$ cat src/rtl/acc_pkg.sv
// Shared constants and types for the accumulation sequencer and the
// accumulator instance it drives.
package acc_pkg;

  // Partial-sum / accumulator word width.
  localparam int ACC_W = 15;

  // Default feature-map geometry, shared with the accumulator RAM.
  localparam int DEF_DEPTH    = 114 * 114;
  localparam int DEF_ADDR_BIT = 14;
  localparam int DEF_PASS_BIT = 8;

  // Sequencer job state.
  typedef enum logic [1:0] {
    IDLE  = 2'd0,
    RUN   = 2'd1,
    DRAIN = 2'd2,
    DONE  = 2'd3
  } state_t;

endpackage

$ cat src/rtl/acc_pass_ctrl_if.sv
// Bundle of the job-control, partial-sum stream, accumulator-control and
// result signals around the accumulation sequencer.
interface acc_pass_ctrl_if
  import acc_pkg::*;
#(
  parameter int ADDR_BIT = DEF_ADDR_BIT,
  parameter int PASS_BIT = DEF_PASS_BIT
);

  logic                start;
  logic [PASS_BIT-1:0] num_pass;
  logic                in_valid;
  logic                in_ready;
  logic [ACC_W-1:0]    in_data;
  logic                in_zero;
  logic                read_en;
  logic [ADDR_BIT-1:0] read_addr;
  logic                write_en;
  logic [ADDR_BIT-1:0] write_addr;
  logic [ACC_W-1:0]    acc_data;
  logic                prev_data_zero;
  logic                curr_data_zero;
  logic                result_valid;
  logic [ADDR_BIT-1:0] result_addr;
  logic                busy;
  logic                done;

  // Sequencer side.
  modport master (
    input  start, num_pass, in_valid, in_data, in_zero,
    output in_ready, read_en, read_addr, write_en, write_addr, acc_data,
           prev_data_zero, curr_data_zero, result_valid, result_addr,
           busy, done
  );

  // Environment side: PE array, accumulator and downstream stage.
  modport slave (
    output start, num_pass, in_valid, in_data, in_zero,
    input  in_ready, read_en, read_addr, write_en, write_addr, acc_data,
           prev_data_zero, curr_data_zero, result_valid, result_addr,
           busy, done
  );

endinterface

$ cat src/rtl/acc_align_pipe.sv
// Shift register that carries each accepted beat alongside the RAM read and
// adder register, exposing the stage aligned with RAM dout and the stage
// aligned with the registered adder output.
module acc_align_pipe
  import acc_pkg::*;
#(
  parameter int ADDR_BIT = DEF_ADDR_BIT,
  parameter int STAGES   = 2,
  parameter int RD_TAP   = 1
) (
  input  logic                clk,
  input  logic                rst,
  input  logic                in_vld,
  input  logic [ADDR_BIT-1:0] in_addr,
  input  logic                in_first,
  input  logic                in_last,
  input  logic [ACC_W-1:0]    in_data,
  input  logic                in_zero,
  output logic                rd_vld,
  output logic                rd_first,
  output logic [ACC_W-1:0]    rd_data,
  output logic                rd_zero,
  output logic                wr_vld,
  output logic [ADDR_BIT-1:0] wr_addr,
  output logic                wr_last
);

  typedef struct packed {
    logic                vld;
    logic [ADDR_BIT-1:0] addr;
    logic                first;
    logic                last;
    logic [ACC_W-1:0]    data;
    logic                zero;
  } beat_t;

  beat_t beat_p [STAGES];

  // Advance every stage each cycle; bubbles travel as vld = 0.
  always_ff @(posedge clk or posedge rst) begin
    if (rst) begin
      for (int i = 0; i < STAGES; i++) beat_p[i] <= '0;
    end else begin
      beat_p[0] <= '{vld: in_vld, addr: in_addr, first: in_first,
                     last: in_last, data: in_data, zero: in_zero};
      for (int i = 1; i < STAGES; i++) beat_p[i] <= beat_p[i-1];
    end
  end

  // Tap aligned with RAM dout
  assign rd_vld   = beat_p[RD_TAP-1].vld;
  assign rd_first = beat_p[RD_TAP-1].first;
  assign rd_data  = beat_p[RD_TAP-1].data;
  assign rd_zero  = beat_p[RD_TAP-1].zero;

  // Tap aligned with the registered adder output
  assign wr_vld  = beat_p[STAGES-1].vld;
  assign wr_addr = beat_p[STAGES-1].addr;
  assign wr_last = beat_p[STAGES-1].last;

endmodule

$ cat src/rtl/acc_pass_ctrl.sv
// Accumulation sequencer: walks NUM_PASS partial-sum streams over a DEPTH-pixel
// buffer, driving the accumulator read/add/write-back and flagging final sums.
module acc_pass_ctrl
  import acc_pkg::*;
#(
  parameter int DEPTH    = DEF_DEPTH,
  parameter int ADDR_BIT = DEF_ADDR_BIT,
  parameter int PASS_BIT = DEF_PASS_BIT,
  parameter int RD_LAT   = 1,
  parameter int ACC_LAT  = 1
) (
  input logic           clk,
  input logic           rst,
  acc_pass_ctrl_if.master bus
);

  localparam int STAGES  = RD_LAT + ACC_LAT;
  localparam int DRAIN_W = $clog2(STAGES + 1);
  localparam logic [ADDR_BIT-1:0] LAST_PIX  = ADDR_BIT'(DEPTH - 1);
  localparam logic [DRAIN_W-1:0]  DRAIN_END = DRAIN_W'(STAGES - 1);

  state_t              state, state_nxt;
  logic [ADDR_BIT-1:0] pix;
  logic [PASS_BIT-1:0] pass_cnt;
  logic [PASS_BIT-1:0] pass_total;
  logic [DRAIN_W-1:0]  drain_cnt;
  logic                accept;
  logic                pix_wrap;
  logic                last_pass;
  logic                final_beat;

  logic                rd_vld, rd_first, rd_zero;
  logic [ACC_W-1:0]    rd_data;
  logic                wr_vld, wr_last;
  logic [ADDR_BIT-1:0] wr_addr;

  assign accept     = (state == RUN) && bus.in_valid;
  assign pix_wrap   = (pix == LAST_PIX);
  assign last_pass  = (pass_cnt == pass_total - PASS_BIT'(1));
  assign final_beat = accept && pix_wrap && last_pass;

  // State register
  always_ff @(posedge clk or posedge rst) begin
    if (rst) state <= IDLE;
    else     state <= state_nxt;
  end

  // Next state: start only counts in IDLE; drain covers the read+add latency.
  always_comb begin
    state_nxt = state;
    unique case (state)
      IDLE:    if (bus.start) state_nxt = RUN;
      RUN:     if (final_beat) state_nxt = DRAIN;
      DRAIN:   if (drain_cnt == DRAIN_END) state_nxt = DONE;
      DONE:    state_nxt = IDLE;
      default: state_nxt = IDLE;
    endcase
  end

  // Pixel/pass counters and drain timer; pass 0 of a job is loaded on start.
  always_ff @(posedge clk or posedge rst) begin
    if (rst) begin
      pix        <= '0;
      pass_cnt   <= '0;
      pass_total <= '0;
      drain_cnt  <= '0;
    end else begin
      if (state == IDLE && bus.start) begin
        pix        <= '0;
        pass_cnt   <= '0;
        pass_total <= (bus.num_pass == '0) ? PASS_BIT'(1) : bus.num_pass;
      end else if (accept) begin
        if (pix_wrap) begin
          pix      <= '0;
          pass_cnt <= pass_cnt + PASS_BIT'(1);
        end else begin
          pix <= pix + ADDR_BIT'(1);
        end
      end
      drain_cnt <= (state == DRAIN) ? drain_cnt + DRAIN_W'(1) : '0;
    end
  end

  acc_align_pipe #(
    .ADDR_BIT (ADDR_BIT),
    .STAGES   (STAGES),
    .RD_TAP   (RD_LAT)
  ) u_pipe (
    .clk      (clk),
    .rst      (rst),
    .in_vld   (accept),
    .in_addr  (pix),
    .in_first (pass_cnt == '0),
    .in_last  (last_pass),
    .in_data  (bus.in_data),
    .in_zero  (bus.in_zero),
    .rd_vld   (rd_vld),
    .rd_first (rd_first),
    .rd_data  (rd_data),
    .rd_zero  (rd_zero),
    .wr_vld   (wr_vld),
    .wr_addr  (wr_addr),
    .wr_last  (wr_last)
  );

  // Stream handshake and RAM read issue
  assign bus.in_ready  = (state == RUN);
  assign bus.read_en   = accept;
  assign bus.read_addr = accept ? pix : '0;

  // Adder operands: first-pass beats ignore whatever the RAM still holds.
  assign bus.acc_data       = rd_data;
  assign bus.prev_data_zero = rd_vld & rd_first;
  assign bus.curr_data_zero = rd_vld & rd_zero;

  // Write-back and final-result flag
  assign bus.write_en     = wr_vld;
  assign bus.write_addr   = wr_addr;
  assign bus.result_valid = wr_vld & wr_last;
  assign bus.result_addr  = wr_addr;

  assign bus.busy = (state == RUN) || (state == DRAIN);
  assign bus.done = (state == DONE);

endmodule

$ cat src/flat_wrapper.sv
// flat-port wrapper written by rule: the top's interface ports become plain ports
module acc_pass_ctrl_flat import acc_pkg::*;
#(
  parameter int DEPTH    = DEF_DEPTH,
  parameter int ADDR_BIT = DEF_ADDR_BIT,
  parameter int PASS_BIT = DEF_PASS_BIT,
  parameter int RD_LAT   = 1,
  parameter int ACC_LAT  = 1
)
  (clk, rst, bus_start, bus_num_pass, bus_in_valid, bus_in_data, bus_in_zero, bus_in_ready, bus_read_en, bus_read_addr, bus_write_en, bus_write_addr, bus_acc_data, bus_prev_data_zero, bus_curr_data_zero, bus_result_valid, bus_result_addr, bus_busy, bus_done);
  acc_pass_ctrl_if #(.ADDR_BIT(ADDR_BIT), .PASS_BIT(PASS_BIT)) bus_i ();
  input logic clk;
  input logic rst;
  input wire logic [$bits(bus_i.start)-1:0] bus_start;
  input wire logic [$bits(bus_i.num_pass)-1:0] bus_num_pass;
  input wire logic [$bits(bus_i.in_valid)-1:0] bus_in_valid;
  input wire logic [$bits(bus_i.in_data)-1:0] bus_in_data;
  input wire logic [$bits(bus_i.in_zero)-1:0] bus_in_zero;
  output wire logic [$bits(bus_i.in_ready)-1:0] bus_in_ready;
  output wire logic [$bits(bus_i.read_en)-1:0] bus_read_en;
  output wire logic [$bits(bus_i.read_addr)-1:0] bus_read_addr;
  output wire logic [$bits(bus_i.write_en)-1:0] bus_write_en;
  output wire logic [$bits(bus_i.write_addr)-1:0] bus_write_addr;
  output wire logic [$bits(bus_i.acc_data)-1:0] bus_acc_data;
  output wire logic [$bits(bus_i.prev_data_zero)-1:0] bus_prev_data_zero;
  output wire logic [$bits(bus_i.curr_data_zero)-1:0] bus_curr_data_zero;
  output wire logic [$bits(bus_i.result_valid)-1:0] bus_result_valid;
  output wire logic [$bits(bus_i.result_addr)-1:0] bus_result_addr;
  output wire logic [$bits(bus_i.busy)-1:0] bus_busy;
  output wire logic [$bits(bus_i.done)-1:0] bus_done;
  assign bus_i.start = bus_start;
  assign bus_i.num_pass = bus_num_pass;
  assign bus_i.in_valid = bus_in_valid;
  assign bus_i.in_data = bus_in_data;
  assign bus_i.in_zero = bus_in_zero;
  assign bus_in_ready = bus_i.in_ready;
  assign bus_read_en = bus_i.read_en;
  assign bus_read_addr = bus_i.read_addr;
  assign bus_write_en = bus_i.write_en;
  assign bus_write_addr = bus_i.write_addr;
  assign bus_acc_data = bus_i.acc_data;
  assign bus_prev_data_zero = bus_i.prev_data_zero;
  assign bus_curr_data_zero = bus_i.curr_data_zero;
  assign bus_result_valid = bus_i.result_valid;
  assign bus_result_addr = bus_i.result_addr;
  assign bus_busy = bus_i.busy;
  assign bus_done = bus_i.done;
  acc_pass_ctrl #(.DEPTH(DEPTH), .ADDR_BIT(ADDR_BIT), .PASS_BIT(PASS_BIT), .RD_LAT(RD_LAT), .ACC_LAT(ACC_LAT)) u_core (.clk(clk), .rst(rst), .bus(bus_i));
endmodule
$ cat config.mk
export PLATFORM = sky130hd
export DESIGN_NAME = acc_pass_ctrl_flat
export DESIGN_NICKNAME = d
export VERILOG_FILES = /design/src/rtl/acc_pkg.sv /design/src/rtl/acc_pass_ctrl_if.sv /design/src/rtl/acc_align_pipe.sv /design/src/rtl/acc_pass_ctrl.sv /design/src/flat_wrapper.sv
export SDC_FILE = /design/constraint.sdc
export NUM_CORES = 1
export LEC_CHECK = 0
export ABC_AREA = 1
export BUFFER_PORTS_ARGS = -buffer_cell sky130_fd_sc_hd__buf_4
export CAP_MARGIN = 20
export CORE_MARGIN = 3
export CORE_UTILIZATION = 44
export DETAILED_ROUTE_END_ITERATION = 10
export PLACE_DENSITY = 0.65
export SLEW_MARGIN = 20
export SYNTH_ARGS = -nofsm -noshare
export SYNTH_HDL_FRONTEND = slang
export SYNTH_SLANG_ARGS = --single-unit
$ cat constraint.sdc
create_clock -name clk -period 4.4 [get_ports clk]
set_input_delay 0.44 -clock clk [delete_from_list [all_inputs] [get_ports clk]]
set_output_delay 0.44 -clock clk [all_outputs]
set_load 0.01 [all_outputs]
==> results.md, run 1 <==
- The area of the multi-input gates is 1130 um^2.
- The count of buffers added on input and output ports is 92.
- VDD sags by at most 335 uV.
- The net count of the finished layout is between 400 and 500.
- The final total negative setup slack is 0 ns.
- Once the floorplan was initialized, standard cells occupied 45.6% of the core.
- The maximum clock path buffer count is 2.
- The die area is roughly 9700 um^2.
- In this run the tightest slew margin relative to its limit is 51.0%.
- The die is 98.5 um tall.
- The per-cell routed wire length is 12.7 um.
- Among all cell types in the netlist, the one instantiated most often is dfrtp_1.
- The initial antenna violation count came to 0.
- TritonCTS built the clock tree.
- Timing would allow up to between 400 and 500 MHz.
- The pre-antenna-repair detailed-routing pass consisted of 4 iterations.
- After detailed placement, the total cell area comes to about 4300 um^2.
- The layout overhead on the synthesized area is 18.0%.
- The flow ran to the end, and the final reports show no timing, DRC or antenna violations.
- Sorting the synthesized cells by area gives the leading types as dfrtp_1 55%, buf_4 8.6%, nand2_1 5.9%, inv_1 4.8%, nor2_1 4.1%.
- Averaged over all synthesized cells, the footprint is 9.47 um^2.
- The number of buffers added by the clock tree synthesis step is 9.
- The portion of synthesized cell area occupied by the leading cell type is 55.1%.
- The maximum number of pins on one net before global-route repair is 61.
- The worst setup path is captured at an output pin.
- Summed over all instances, the cell type with the most area after synthesis is dfrtp_1.
- For this design the ratio of total power to cell area is ~460 nW/um^2.
- The number of sinks handled by clock tree synthesis is 83.
- The cell area that synthesis handed to floorplanning was 3770 um^2.
- The placed wire-length estimate after detailed placement is 5.22 mm.
- The routed layout has ~2600 vias.
- The first global-routing pass estimated 11.9 mm of wire.
- The max-capacitance violation count is 0.
- Routability-driven placement finished with a final weighted congestion of 0.827.
- Sequential elements use 55.1% of the synthesized area.
- Setup violations remaining at the end of the flow were counted as 0.
- The synthesized design contains 83 register bits.
- The data arrival time at the worst-slack endpoint is 1.74 ns.
- The depth of the CTS H-tree is 3.
- The depth of the most critical reg-to-reg path is 9.
- After floorplanning, the core was divided into 33 placement rows.
- Buffers added to address setup during post-CTS repair amount to 0.
- After detailed routing, the number of remaining DRC violations is 0.
- The horizontal die dimension is 98.5 um.
- The static leakage is 2.30 nW.
- The boundary pin count is 93.
- The clock skew is around 0.01 ns.
- The hold slack is 0.202 ns.
- For this run, the slowest stage of the critical path takes 0.42 ns.
- The number of different library cells in the post-synthesis netlist is 30.
- In the routed layout, each cell is associated on average with a via count of 4.68.
- The leading register cell type out of synthesis is dfrtp_1.
- The final wirelength is 7.17 mm.
- The count of flip-flops with a built-in enable after synthesis is 0.
- Global routing finished with a remaining overflow of 0.
- Clock-pin slew was measured on the worst setup and hold paths at 0.08 ns.
- The synthesized instance count is 398.
- The tightest min-delay check is of the in -> async type.
- The commonest cells after synthesis are 83 x dfrtp_1, 59 x nand2_1, 48 x inv_1.
- The count of synthesis-stage warnings from yosys is 0.
- The core region is 8260 um^2.
- At the pin with the least slew margin, the transition time is 0.735 ns.
- The finished cells cover 4450 um^2.
- The worst setup path is launched from a register.
- The net count after synthesis is 436.
- The antenna violation net count after detailed routing is 0.
- Setup repair after global routing left no endpoint under its margin.
- Post-CTS repair changed the size of 0 cells.
- The number of hold buffers added after CTS was 0.
- The period utilization is 49.6%.
- Clock tree synthesis selected as its root buffer the cell clkbuf_8.
- The slowest stage of the critical path is the dfrtp_1 cell.
- Global routing used ~15% of the available tracks.
- The number of DRC markers in iteration 0 is 100.
- Clock latency on the worst-skew pair, taken at its later pin, is 0.34 ns.
- The sequential cells in the finished layout cover a total of roughly 2100 um^2.
- The repair_antennas step left the layout with diodes totalling 0.
- The fraction of registers with async set/reset is 100%.
- Along the worst path, the maximum fanout reaches 17.
- The number of global-route vias before repair is around 2600.
- The final count of hold timing violations came to 0.
- The critical path is of the reg -> out type.
- The minimum period implied by the final worst setup slack is 2.18 ns.
- Fill cells in the final layout number 748.
- In the final layout, the share of cells above drive strength 1 is between 20 and 30%.
- The number of max-slew violations in the final report is 0.
- STA puts the critical path data required time at 3.96 ns.
- Traced cell by cell, the critical path runs through inv_1 -> ha_1 -> nand2_2 -> nor2_1 -> buf_4.
==> report_power, final <==
part	internal, mW	switching [mW]	total, mW
combinational	0.236	0.364	0.600
sequential	0.855	0.0773	0.932
clock	0.264	0.271	0.534
==> critical path, delay by kind of cell, from the launching register on <==
family | cells | cell delay (ns)
AND/OR/NAND/NOR | 2 | 0.49
flip-flops | 1 | 0.42
buffers and inverters | 2 | 0.27
adder cells (fa/ha/maj) | 1 | 0.23
==> flip-flops by register name, indices dropped and copies added (netlist names), 2 cells and up <==
register	count
u_core.u_pipe.beat_p	15
u_core.pass_cnt	8
u_core.drain_cnt	2
u_core.u_pipe.rd_data	15
u_core.pix	14
u_core.state	2
u_core.u_pipe.wr_addr	14
u_core.pass_total	8
==> stage by stage <==
| stage | power, mW | util (%) | worst slack [ns] | std cells |
|---|---|---|---|---|
| after floorplan | 1.39 | - | 1.82 | 398 |
| after global placement | 1.53 | 51.5 | 2.56 | 549 |
| after detailed placement | 1.55 | 51.5 | 2.43 | 549 |
| after CTS | 2.10 | 53.8 | 2.16 | 565 |
| after global routing | 2.22 | 53.8 | 2.00 | 565 |
| final | 2.07 | 53.8 | 2.22 | 565 |
==> worst paths after layout <==
check | to | slack [ns] | startpoint
worst max-delay path | bus_read_addr[1] | 2.22 | u_core.state[1]
worst min-delay path | u_core.u_pipe.rd_data[10] | 0.20 | rst
worst max register to register | u_core.pix[12] | 2.41 | u_core.state[1]
worst min register to register | u_core.u_pipe.wr_addr[3] | 0.35 | u_core.u_pipe.beat_p[54]
max in group asynchronous | u_core.pix[11] | 3.36 | rst
min in group clk | u_core.u_pipe.rd_data[3] | 0.20 | bus_in_data[3]
==> layer usage <==
metal  up-vias  global-route usage (%)  part of all wire [%]
met2        70                    24.1                    47
met4         0                    6.20                   1.0
met5         -                       0                     0
li1       1321                       -                     -
met1      1248                    20.3                    46
met3         6                    2.97                   5.8
==> logic make-up (layout without fill, tap and decap cells) <==
| family | Yosys count | after routing | synth area share (%) |
|---|---|---|---|
| AND/OR/NAND/NOR | 159 | 159 | 20.0 |
| buffers and inverters | 102 | 164 | 14.7 |
| adder cells (fa/ha/maj) | 10 | 10 | 3.32 |
| XOR/XNOR | 8 | 8 | 1.86 |
| flip-flops | 83 | 83 | 55.1 |
| AO/OA/AOI/OAI | 36 | 36 | 4.92 |
==> layout make-up <==
type	instances	share of cell area, %
clock buffers	10	2.87
well taps	105	2.96
multi-input cells	213	25.5
clock inverters	6	1.46
flip-flops and latches	83	46.7
repair buffers	93	15.7
inverters	55	4.76
==> cell usage in the layout, fill, tap and decap left out, types with 2 or more instances in the layout <==
cell and instances:
inv_2 6, a21oi_1 10, nand4_1 6, nand2_2 7
o21ai_0 16, ha_1 10, nor4_1 4, nor2_2 5
nor3_1 6, inv_4 2, xor2_1 6, nand2_1 59
inv_1 47, clkbuf_8 9, nor2_4 2, nor3_2 4
o21ai_1 7, nor2_1 41, nand3_1 22, clkinv_2 2
buf_4 93, dfrtp_1 83, xnor2_1 2
Power figures use the tool's default switching activity.
==> run 2, diff against run 1 <==
--- a/config.mk
+++ b/config.mk
@@ -5,13 +5,13 @@
 export SDC_FILE = /design/constraint.sdc
 export NUM_CORES = 1
 export LEC_CHECK = 0
-export ABC_AREA = 1
+export ABC_AREA = 0
 export BUFFER_PORTS_ARGS = -buffer_cell sky130_fd_sc_hd__buf_4
 export CAP_MARGIN = 20
 export CORE_MARGIN = 3
 export CORE_UTILIZATION = 44
 export DETAILED_ROUTE_END_ITERATION = 10
-export PLACE_DENSITY = 0.65
+export PLACE_DENSITY = 0.68
 export SLEW_MARGIN = 20
 export SYNTH_ARGS = -nofsm -noshare
 export SYNTH_HDL_FRONTEND = slang
==> constraint.sdc (replaced) <==
create_clock -name clk -period 2 [get_ports clk]
set_input_delay 0.2 -clock clk [delete_from_list [all_inputs] [get_ports clk]]
set_output_delay 0.2 -clock clk [all_outputs]
set_load 0.01 [all_outputs]
==> run 2 against run 1 <==
- clock skew rose by 0.0037 ns
- clock-buffer cell count did not move
- the run now ends with negative setup slack left
- largest cell class unchanged
- sequential share of layout area fell by 4.7 points
- register-to-register slack got worse by 2.7 ns
- wire length rose by 9.7%
- flip-flop and latch count did not move
- combinational power rose by 21%
- clock power rose by 140%
- setup slack got worse by 2.5 ns
- design area rose by 11%
==> results.md, run 2 <==
- Commonest non-fill, non-tap cells in the layout: 133 x buf_4, 83 x dfrtp_1, 28 x nor2_1 (was 93 x buf_4, 83 x dfrtp_1, 59 x nand2_1).
- The buffer type at the clock tree root was clkbuf_8 (unchanged).
- The static leakage was 2.55 nW (was 2.30 nW).
- The worst-case register-to-register setup slack is -0.24 ns (was 2.41 ns).
- The count of flip-flops with a built-in enable after synthesis is 0 (unchanged).
- The post-synthesis area per instance is 11.3 um^2 (was 9.47 um^2).
- The power share of the clock group is 32.2% (was 25.9%).
- The count of synthesis-stage warnings from yosys came to 0 (unchanged).
- The synthesized cell area is 3630 um^2 (was 3770 um^2).
- The switching power summed over all nets is 1.06 mW (was 712 uW).
- The via count normalized by instance count is 4.81 (was 4.68).
- The origin of the worst setup path is u_core.pass_total[0] (was u_core.state[1]).
- The depth of the CTS H-tree is 3 (unchanged).
- The number of sinks handled by clock tree synthesis came to 83 (unchanged).
- The type of destination of the critical path is a register (was output pin).
- Commonest cells post-synth: 83 x dfrtp_1, 43 x buf_4, 29 x nor2_1 (was 83 x dfrtp_1, 59 x nand2_1, 48 x inv_1).
- The required time of the critical path is 2.23 ns (was 3.96 ns).
- The total cell area at the placement stage is 4450 um^2 (was 4250 um^2).
- The horizontal die dimension came to 96.9 um (was 98.5 um).
- The proportion of synthesized chip area in sequential cells is 57.2% (was 55.1%).
- The slew at the pin closest to its max-slew limit is 0.444 ns (was 0.735 ns).
- The number of different library cells in the post-synthesis netlist is 44 (was 30).
- The via count is 2622 (was 2645).
- The leading register cell type out of synthesis is dfrtp_1 (unchanged).
- The period utilization is 112%.
- The layout overhead on the synthesized area was 36.2% (was 18.0%).
- The post-placement setup slack is -0.320 ns (was 2.43 ns).
- The clock-pin slew on the worst setup and hold paths is 0.09 ns (was 0.08 ns).
- The maximum clock path buffer count is 2 (unchanged).
- The detailed-routing iteration count for the pre-antenna-repair pass came to 4 (unchanged).
- The power density over cell area is 787 nW/um^2 (was 465 nW/um^2).
- The fraction of registers with async set/reset was 100% (unchanged).
- The clock tree from TritonCTS is yes (unchanged).
- The logic gate share of total power is 18.7% (was 29.0%).
- The commonest non-fill, non-tap cell in the layout is buf_4 (unchanged).
- The overall power consumption is 3.89 mW (was 2.07 mW).
- The count of input and output buffers is 92 (unchanged).
- The cell type contributing the most total cell area after synthesis is dfrtp_1 (unchanged).
- The portion of synthesized cell area occupied by the leading cell type is 57.2% (was 55.1%).
- The proportion of layout cells with a drive suffix above 1 is 40.6% (was 29.8%).
- The per-cell routed wire length was 14.4 um (was 12.7 um).
- The category of the worst setup path launch point is a register (unchanged).
- The fraction of power consumed by sequential logic came to 49.1% (was 45.1%).
- The die area is 9380 um^2 (was 9710 um^2).
- The final wirelength is 7.87 mm (was 7.17 mm).
- The clock skew is 0.0137 ns (was 0.00996 ns).
- The final reports fail on negative setup slack.
- The number of max-slew violations in the final report is 0 (unchanged).
- The start of the worst register-to-register path was u_core.pass_total[0] (was u_core.state[1]).
- The kind of path behind the tightest hold check is in -> reg (was in -> async).
- The endpoint of the worst-slack reg-to-reg timing path is u_core.state[1] (was u_core.pix[12]).
- The final count of hold timing violations is 0 (unchanged).
- The boundary pin count is 93 (unchanged).
- The number of inserted diodes is 0 (unchanged).
- The initial antenna violation count is 0 (unchanged).
- The worst setup path endpoint is u_core.state[1] (was bus_read_addr[1]).
- Based on the critical path, the design can be clocked at up to around 450 MHz.
- The total setup violations reported at the end of the flow came to 3 (was 0).
- The data arrival time at the worst-slack endpoint is 2.47 ns (was 1.74 ns).
- The internal cell power is 2.83 mW (was 1.35 mW).
- The total track usage is 17.3% (was 15.1%).
- The depth of the most critical reg-to-reg path is 7 (was 9).
- The height of the chip came to 96.9 um (was 98.5 um).
- The count of unresolved DRC violations after routing is 0 (unchanged).
- Outcome: finished with violations (was finished, final reports clean).
- Dominant cells by area after synthesis: dfrtp_1 57%, buf_4 8.9%, xor2_1 3.6%, ha_1 3.4%, nor2_1 3.0% (was dfrtp_1 55%, buf_4 8.6%, nand2_1 5.9%, inv_1 4.8%, nor2_1 4.1%).
- Unrepaired setup endpoints after global routing: true (was false).
- The number of global-route vias before repair came to 2720 (was 2580).
- The effective utilization at floorplan is 46.1% (was 45.6%).
- The maximum vdd ir drop came to 434 uV (was 335 uV).
- The placed wire-length estimate after detailed placement is 5.39 mm (was 5.22 mm).
- The core box area is 7890 um^2 (was 8260 um^2).
- The number of buffers added by the clock tree synthesis step is 9 (unchanged).
- The layout net count is 476 (was 493).
- The antenna violation net count after detailed routing is 0 (unchanged).
- The total grt overflow is 0 (unchanged).
- The final setup slack of the worst path is -0.245 ns (was 2.22 ns).
- The category of the critical setup timing path is reg -> reg (was reg -> out).
- The max-capacitance violation count is 0 (unchanged).
- The number of synthesized register bits is 83 (unchanged).
- The minimum period implied by the final worst setup slack is ~2.2 ns.
- The first-pass GRT wire length came to 13.2 mm (was 11.9 mm).
- The final-layout fill cell count was 633 (was 748).
- The insertion delay to the later sink of the worst-skew pair is 0.35 ns (was 0.34 ns).
- The final RePlAce weighted congestion is 0.860 (was 0.827).
- The most numerous cell in the Yosys netlist is dfrtp_1 (unchanged).
- The net count after synthesis is 360 (was 436).
- The synthesized instance count was 322 (was 398).
- The maximum number of pins on one net before global-route repair is 67 (was 61).
- The net switching fraction of the power is 27.3% (was 34.5%).
- The max-slew headroom at the worst pin is 70.1% (was 51.0%).
- The number of DRC markers in iteration 0 is 124 (was 100).
- The cell area after layout is 4950 um^2 (was 4450 um^2).
- The largest driver fanout on the critical path is 3 (was 17).
- The final design utilization is 62.7% (was 53.8%).
- The number of rows in the core area was 32 (was 33).
## run 2: changes by cell type in the layout (fill, tap and decap cells not counted), sizes merged, moves of 7 or more
cell         before  now
nor2             49   29
buf              93  137
nand2            66   28
dlygate4sd3       0   17
and3              0   16
xnor2             2    9
xor2              6   15
inv              56   12
nand3            22    8
o21ai            23    5
## run 2: cells by family (layout without fill, tap and decap cells)
family	Yosys count	count (layout)	synth area share [%]
fa+ha+maj	10	10	3.44
flops	83	83	57.2
buf+inv	60	181	10.6
simple gates	118	118	17.4
mux	3	3	0.964
compound gates	24	24	4.61
xor+xnor	24	24	5.79
## run 2: what timing repair did
| action | CTS | global route |
|---|---|---|
| hold endpoints to repair | 33 | 0 |
| setup endpoints to repair | 4 | 20 |
| hold buffers | 17 | 0 |
| pin swaps | 7 | 1 |
| buffers inserted | 2 | 3 |
| resized for setup | 5 | 14 |
## run 2: cell type report
cell class	instances	area (um^2)	area share, %
repair buffers	154	1220	24.7
inverters	11	45.0	0.910
multi-input cells	179	1270	25.6
clock buffers	10	138	2.78
clock inverters	6	71.3	1.44
well taps	102	128	2.58
flip-flops and latches	83	2080	42.0
## run 2: power groups by stage
| stage | Clock (mW) | Sequential (mW) | Combinational (mW) |
|---|---|---|---|
| CTS | 1.29 | 1.91 | 0.700 |
| detailed placement | 0 | 1.94 | 0.667 |
| global route | 1.36 | 1.94 | 0.786 |
| finish | 1.26 | 1.91 | 0.728 |
| floorplan | 0 | 1.95 | 0.378 |
| global placement | 0 | 1.93 | 0.654 |
## run 2: worst min-delay path by stage
stage | from | to | slack [ns] | cells after the start
floorplan | bus_in_data[0] | u_core.u_pipe.rd_data[0] | 0.23 | 0
global placement | rst | u_core.u_pipe.rd_data[2] | 0.24 | 2
detailed placement | rst | u_core.u_pipe.rd_data[2] | 0.25 | 2
CTS | bus_num_pass[7] | u_core.pass_total[7] | 0.03 | 3
global route | bus_num_pass[7] | u_core.pass_total[7] | 0.05 | 3
finish | bus_num_pass[7] | u_core.pass_total[7] | 0.05 | 3
## run 2: metrics by stage
step                instances  hold slack [ns]  setup TNS [ns]
floorplan                 322            0.231          -0.484
global placement          508            0.240          -0.343
detailed placement        508            0.247          -0.594
CTS                       543           0.0332          -0.443
global route              545           0.0474          -0.770
finish                    545           0.0482          -0.432
## run 2: layer usage
metal  wire, um  GRT usage, %  share of wire [%]  vias up
met3        382          2.81                4.9       12
li1           -             -                  -     1267
met2       3890          28.8                 49       74
met1       3450          22.7                 44     1269
met4        145          6.59                1.8        0
met5          0             0                  0        -
## run 2: critical path, cell delays in order, from the launching register on
cell and delay [ns]:
dfrtp_1 0.40, buf_6 0.12, or4_4 0.56, o221a_4 0.28, a211oi_2 0.16, a211oi_2 0.12
a21oi_2 0.18, mux2_4 0.31
